<file path="src/rtl/dualport_bus_arbiter.sv">
// N-master to 1-slave arbiter for a split read/write bus: independent round-robin
// channels with grant lock and a read-return routing pipe. Optional DPB_ARB_PERF_EN adds handshake counters.
module dualport_bus_arbiter #(
    parameter int N_MST  = 2,
    parameter int ADDR_W = 32,
    parameter int DATA_W = 32,
    parameter int RD_LAT = 1
) (
`ifdef DPB_ARB_PERF_EN
    output logic [N_MST*32-1:0]     perf_rd_cnt,
    output logic [N_MST*32-1:0]     perf_wr_cnt,
`endif
    input  logic                    clk,
    input  logic                    rst_n,
    input  logic [N_MST-1:0]        m_rd_req,
    input  logic [N_MST*(DATA_W/8)-1:0] m_rd_be,
    input  logic [N_MST*ADDR_W-1:0] m_rd_addr,
    output logic [N_MST-1:0]        m_rd_gnt,
    output logic [N_MST-1:0]        m_rd_rvalid,
    output logic [DATA_W-1:0]       m_rd_data,
    input  logic [N_MST-1:0]        m_wr_req,
    input  logic [N_MST*(DATA_W/8)-1:0] m_wr_be,
    input  logic [N_MST*ADDR_W-1:0] m_wr_addr,
    input  logic [N_MST*DATA_W-1:0] m_wr_data,
    output logic [N_MST-1:0]        m_wr_gnt,
    output logic                    s_rd_req,
    output logic [DATA_W/8-1:0]     s_rd_be,
    output logic [ADDR_W-1:0]       s_rd_addr,
    input  logic                    s_rd_gnt,
    input  logic [DATA_W-1:0]       s_rd_data,
    output logic                    s_wr_req,
    output logic [DATA_W/8-1:0]     s_wr_be,
    output logic [ADDR_W-1:0]       s_wr_addr,
    output logic [DATA_W-1:0]       s_wr_data,
    input  logic                    s_wr_gnt
);

    localparam int BE_W  = DATA_W / 8;
    localparam int IDX_W = $clog2(N_MST);

    typedef enum logic {ST_IDLE, ST_LOCK} ch_state_e;

    // First requester strictly after 'last', wrapping modulo N_MST.
    function automatic logic [IDX_W-1:0] rr_pick(input logic [N_MST-1:0] req,
                                                 input logic [IDX_W-1:0] last);
        logic [IDX_W-1:0] pick;
        logic [IDX_W-1:0] cand;
        logic             found;
        pick  = '0;
        found = 1'b0;
        for (int k = 1; k <= N_MST; k++) begin
            cand = IDX_W'((int'(last) + k) % N_MST);
            if (!found && req[cand]) begin
                pick  = cand;
                found = 1'b1;
            end
        end
        return pick;
    endfunction

    ch_state_e        rd_state_q, rd_state_d;
    logic [IDX_W-1:0] rd_lock_q, rd_lock_d;
    logic [IDX_W-1:0] rd_last_q, rd_last_d;
    logic [IDX_W-1:0] rd_sel;
    logic             rd_sel_vld;
    logic             rd_hs;

    ch_state_e        wr_state_q, wr_state_d;
    logic [IDX_W-1:0] wr_lock_q, wr_lock_d;
    logic [IDX_W-1:0] wr_last_q, wr_last_d;
    logic [IDX_W-1:0] wr_sel;
    logic             wr_sel_vld;
    logic             wr_hs;

    logic [RD_LAT-1:0] ret_vld_q, ret_vld_d;
    logic [IDX_W-1:0]  ret_idx_q [RD_LAT];
    logic [IDX_W-1:0]  ret_idx_d [RD_LAT];

    // Read channel: selection, lock and handshake; all gated off while in reset.
    always_comb begin
        rd_state_d = rd_state_q;
        rd_lock_d  = rd_lock_q;
        rd_last_d  = rd_last_q;
        rd_sel     = rr_pick(m_rd_req, rd_last_q);
        rd_sel_vld = |m_rd_req;
        if (rd_state_q == ST_LOCK) begin
            rd_sel     = rd_lock_q;
            rd_sel_vld = m_rd_req[rd_lock_q];
        end
        rd_sel_vld = rd_sel_vld & rst_n;
        rd_hs      = rd_sel_vld & s_rd_gnt;
        if (rd_hs) begin
            rd_last_d = rd_sel;
        end
        case (rd_state_q)
            ST_IDLE: begin
                if (rd_sel_vld && !s_rd_gnt) begin
                    rd_state_d = ST_LOCK;
                    rd_lock_d  = rd_sel;
                end
            end
            ST_LOCK: begin
                if (rd_hs || !rd_sel_vld) begin
                    rd_state_d = ST_IDLE;
                end
            end
            default: rd_state_d = ST_IDLE;
        endcase
    end

    always_comb begin
        wr_state_d = wr_state_q;
        wr_lock_d  = wr_lock_q;
        wr_last_d  = wr_last_q;
        wr_sel     = rr_pick(m_wr_req, wr_last_q);
        wr_sel_vld = |m_wr_req;
        if (wr_state_q == ST_LOCK) begin
            wr_sel     = wr_lock_q;
            wr_sel_vld = m_wr_req[wr_lock_q];
        end
        wr_sel_vld = wr_sel_vld & rst_n;
        wr_hs      = wr_sel_vld & s_wr_gnt;
        if (wr_hs) begin
            wr_last_d = wr_sel;
        end
        case (wr_state_q)
            ST_IDLE: begin
                if (wr_sel_vld && !s_wr_gnt) begin
                    wr_state_d = ST_LOCK;
                    wr_lock_d  = wr_sel;
                end
            end
            ST_LOCK: begin
                if (wr_hs || !wr_sel_vld) begin
                    wr_state_d = ST_IDLE;
                end
            end
            default: wr_state_d = ST_IDLE;
        endcase
    end

    always_comb begin
        s_rd_req  = rd_sel_vld;
        s_rd_be   = '0;
        s_rd_addr = '0;
        m_rd_gnt  = '0;
        for (int i = 0; i < N_MST; i++) begin
            if (rd_sel_vld && rd_sel == IDX_W'(i)) begin
                s_rd_be     = m_rd_be[i*BE_W +: BE_W];
                s_rd_addr   = m_rd_addr[i*ADDR_W +: ADDR_W];
                m_rd_gnt[i] = s_rd_gnt;
            end
        end
    end

    always_comb begin
        s_wr_req  = wr_sel_vld;
        s_wr_be   = '0;
        s_wr_addr = '0;
        s_wr_data = '0;
        m_wr_gnt  = '0;
        for (int i = 0; i < N_MST; i++) begin
            if (wr_sel_vld && wr_sel == IDX_W'(i)) begin
                s_wr_be     = m_wr_be[i*BE_W +: BE_W];
                s_wr_addr   = m_wr_addr[i*ADDR_W +: ADDR_W];
                s_wr_data   = m_wr_data[i*DATA_W +: DATA_W];
                m_wr_gnt[i] = s_wr_gnt;
            end
        end
    end

    // Return pipe: stage 0 captures the handshake, the last stage drives rvalid.
    always_comb begin
        ret_vld_d[0] = rd_hs;
        ret_idx_d[0] = rd_sel;
        for (int k = 1; k < RD_LAT; k++) begin
            ret_vld_d[k] = ret_vld_q[k-1];
            ret_idx_d[k] = ret_idx_q[k-1];
        end
    end

    always_comb begin
        m_rd_rvalid = '0;
        if (ret_vld_q[RD_LAT-1]) begin
            m_rd_rvalid[ret_idx_q[RD_LAT-1]] = 1'b1;
        end
        m_rd_data = rst_n ? s_rd_data : '0;
    end

    always_ff @(posedge clk or negedge rst_n) begin
        if (!rst_n) begin
            rd_state_q <= ST_IDLE;
            rd_lock_q  <= '0;
            rd_last_q  <= IDX_W'(N_MST - 1);
            wr_state_q <= ST_IDLE;
            wr_lock_q  <= '0;
            wr_last_q  <= IDX_W'(N_MST - 1);
            ret_vld_q  <= '0;
        end else begin
            rd_state_q <= rd_state_d;
            rd_lock_q  <= rd_lock_d;
            rd_last_q  <= rd_last_d;
            wr_state_q <= wr_state_d;
            wr_lock_q  <= wr_lock_d;
            wr_last_q  <= wr_last_d;
            ret_vld_q  <= ret_vld_d;
        end
    end

    // Return indices are qualified by ret_vld_q, so they need no reset.
    always_ff @(posedge clk) begin
        ret_idx_q <= ret_idx_d;
    end

`ifdef DPB_ARB_PERF_EN
    logic [31:0] perf_rd_q [N_MST];
    logic [31:0] perf_rd_d [N_MST];
    logic [31:0] perf_wr_q [N_MST];
    logic [31:0] perf_wr_d [N_MST];

    always_comb begin
        perf_rd_d = perf_rd_q;
        perf_wr_d = perf_wr_q;
        if (rd_hs) begin
            perf_rd_d[rd_sel] = perf_rd_q[rd_sel] + 32'd1;
        end
        if (wr_hs) begin
            perf_wr_d[wr_sel] = perf_wr_q[wr_sel] + 32'd1;
        end
    end

    always_ff @(posedge clk or negedge rst_n) begin
        if (!rst_n) begin
            for (int i = 0; i < N_MST; i++) begin
                perf_rd_q[i] <= '0;
                perf_wr_q[i] <= '0;
            end
        end else begin
            perf_rd_q <= perf_rd_d;
            perf_wr_q <= perf_wr_d;
        end
    end

    for (genvar g = 0; g < N_MST; g++) begin : g_perf
        assign perf_rd_cnt[g*32 +: 32] = perf_rd_q[g];
        assign perf_wr_cnt[g*32 +: 32] = perf_wr_q[g];
    end
`endif

endmodule
</file>
<file path="config.mk">
export PLATFORM = sky130hd
export DESIGN_NAME = dualport_bus_arbiter
export DESIGN_NICKNAME = d
export VERILOG_FILES = /design/src/rtl/dualport_bus_arbiter.sv
export SDC_FILE = /design/constraint.sdc
export NUM_CORES = 1
export LEC_CHECK = 0
export CORE_AREA = 2 2 154 156
export CTS_CLUSTER_SIZE = 12
export DETAILED_ROUTE_END_ITERATION = 8
export DIE_AREA = 0 0 156 158
export GPL_ROUTABILITY_DRIVEN = 0
export RECOVER_POWER = 50
export SLEW_MARGIN = 20
export SYNTH_ARGS = -nofsm -noshare
export SYNTH_HDL_FRONTEND = slang
export SYNTH_SLANG_ARGS = --single-unit
</file>
<file path="constraint.sdc">
create_clock -name clk -period 1.6 [get_ports clk]
set_input_delay 0.32 -clock clk [delete_from_list [all_inputs] [get_ports clk]]
set_output_delay 0.32 -clock clk [all_outputs]
set_load 0.005 [all_outputs]
</file>
==> metrics.yaml <==
clockBufferDepth: 2
grt_start_max_net_pins: 22
worst_setup_path_end_kind: "output pin"
fin_setup_tns_ns: -51.63
fp.coreArea_sq_mm: 0.0231
required_ns: 1.28
drt_wl_total_microns: 18600
vias: 3761
synth_cell_types: 31
design_area_sq_mm: 0.00709
fp.dieH_microns: 158
p_per_area_mw_per_mm2: 419
placed_cell_area_sq_mm: 0.00620
grt_pass1_vias: 3747
arrival_ns: 1.84
slew_headroom_pct: 67.9
clkTransAtPathRegs_ns: 0.04
slew_viol_final: 0
dp_hpwl_microns: 13000
port_buffers: 391
yosys_register_bits: 8
cp_max_fo: 7
fin_ws_ns: -0.564
tightest_slew_ns: 0.476
clk_latency_ns: 0.23
fin_worst_skew_ns: 0.00214
cp_common_cell: "buf_6"
vias_per_cell: 3.86
violations: "negative setup slack"
die_w_microns: 156
clock_sinks: 8
crit_path_cell_trace: "buf_6 -> nand3b_1 -> and3_4 -> buf_12 -> buf_16 -> a22o_4 -> buf_6"
drive_above_1_share_pct: 37.6
antenna_found_initial: 0
synth.yosys.warnings: 0
clock.fmax_ghz: 0.462
vdd_ir_drop_max_uv: 310
initial_utilization_pct: 7.78
cts_tree: "built"
diodes: 0
wire_per_inst_microns: 19.1
dr.pass1.iters: 4
drc_errors: 0
clockRootBuffer: "clkbuf_16"
fin_nets: 933
drv_cap: 0
status: "finished with violations"
synth_seq_area_share_pct: 11.0
cp_top_family: "flip-flops"
cpPeakStageDelay_ns: 0.53
grt_pass1_wl_microns: 23700
start_kind: "flip-flop"
grt_usage_pct: 13.1
first_iter_violations: 114
finalHoldViolations: 0
worst-path-buf-inv: 4
slowest_stage: "dfstp_2"
post-route-util_pct: 30.8
fin_crit_ns: 2.16
final_antenna_net_count: 0
rows: 56
setup.worst_path.start: "wr_last_q"
htreeDepth: 1
n_fill_cell: 2462
io_pins: 392
die-area_sq_mm: 0.0246
synth_fp_nets: 460
overflow: 0
cts_made_buffers: 3
fin_crit_sh_pct: 135
synth_cells: 212
critical_path_class: "flip-flop to output pin"
p_leak_nw: 3.22
finalSetupViolCount: 128
syn_area_sq_mm: 0.00179
grt_setup_unrepaired: "yes"
hp-class: "input port to async pin"
crit-reg2reg-launch: "rd_state_q"
avgSynthCellArea_sq_um: 8.46
area_delta_synth_final_pct: 296
## timing repair
| item | in CTS | in global routing |
|---|---|---|
| resized for setup | 534 | 91 |
| hold buffers | 0 | 0 |
| hold endpoints to repair | 0 | 0 |
| setup endpoints to repair | 146 | 123 |
| pin swaps | 57 | 62 |
| buffers inserted | 50 | 13 |
| gates cloned | 17 | 7 |
## worst min-delay path: stages
cell and delay [ns]:
buf_6 0.08, buf_12 0.11, clkbuf_1 0.16
## cell families after synthesis
group / after synthesis / synth area share [%]
AOI/OAI and AO/OA: 120 / 58.0
and+or+nand+nor: 55 / 18.6
buffers and inverters: 29 / 12.4
DFF: 8 / 11.0
## path summary, 6_finish.rpt
path / end / slack (ns) / cells past startpoint
worst max-delay path: s_wr_data[27] / -0.56 / 7
worst min-delay path: rd_lock_q / 0.08 / 3
worst max register to register: rd_last_q / -0.11 / 10
worst min register to register: wr_lock_q / 0.61 / 2
max in group asynchronous: wr_last_q / 0.80 / 4
min in group clk: wr_lock_q / 0.52 / 2
## registers in the layout, indices dropped and copies added (netlist names)
name and flops:
rd_last_q 1, rd_lock_q 1, rd_state_q 1, ret_idx_q 1, ret_vld_q 1, wr_last_q 1, wr_lock_q 1, wr_state_q 1
## area by class of cell
| cell class | instances | area [sq um] | share of cell area, % |
|---|---|---|---|
| well taps | 290 | 363 | 5.12 |
| flip-flops and latches | 8 | 199 | 2.81 |
| repair buffers | 495 | 4890 | 68.9 |
| clock buffers | 4 | 78.8 | 1.11 |
| inverters | 2 | 10.0 | 0.141 |
| multi-input cells | 175 | 1550 | 21.9 |
## placed cells by master, fill, tap and decap left out, types with 4 or more instances in the layout
cell type,n
a22o_1,94
a22o_4,10
and2_1,32
and2_4,4
buf_12,18
buf_16,10
buf_2,85
buf_4,22
buf_6,55
buf_8,7
clkbuf_1,6
clkbuf_16,8
clkbuf_2,13
clkdlybuf4s15_1,10
clkdlybuf4s50_1,242
dfrtp_1,4
dlygate4sd2_1,19
## power breakdown
| part | internal (mW) | total (mW) | switching (mW) |
|---|---|---|---|
| clock | 0.333 | 0.440 | 0.107 |
| sequential | 0.241 | 0.267 | 0.0258 |
| combinational | 1.51 | 2.26 | 0.753 |
## per-stage QoR
step | setup WS (ns) | hold WS (ns) | cells | total power [mW]
floorplan | -0.0180 | 0.0244 | 212 | 0.792
global placement | -1.06 | 0.584 | 896 | 2.19
detailed placement | -1.09 | 0.584 | 896 | 2.19
CTS | -0.609 | 0.0847 | 965 | 2.95
global route | -0.614 | 0.103 | 974 | 3.15
finish | -0.564 | 0.0849 | 974 | 2.97
## synth_stat cells
library cell  count  area share, %
a21oi_1           3           0.84
dfstp_2           2            2.9
o2111a_1          2            1.3
a21boi_1          1           0.42
nand2b_1          3            1.0
clkbuf_1          3           0.63
o21ai_0           2           0.56
a22o_1          104             51
and3_1            1           0.35
inv_1             2           0.42
o221a_2           1           0.63
nor3b_1           2           0.84
or2b_1            1           0.42
and2_1           37             13
nand3b_1          1           0.42
nor3_1            2           0.56
nand3_1           1           0.28
o211ai_1          1           0.42
nand2_1           2           0.42
buf_6            13            8.2
buf_4             1           0.42
o21ba_2           1           0.56
a21oi_4           1           0.91
dfrtp_1           5            7.0
a21oi_2           1           0.49
nor2b_1           2           0.70
dfxtp_1           1            1.1
nor2_1            3           0.63
a31oi_1           2           0.70
o21a_1            1           0.42
buf_2            10            2.8
## per-layer routing
metal  up-vias  wire, microns  GRT usage [%]
li1       1809              -              -
met2       244           9420           24.7
met1      1704           7300           15.0
met3         4           1760           4.05
met5         -              0              0
met4         0            126           1.35
Note: power is estimated with default switching activity, not from simulation.
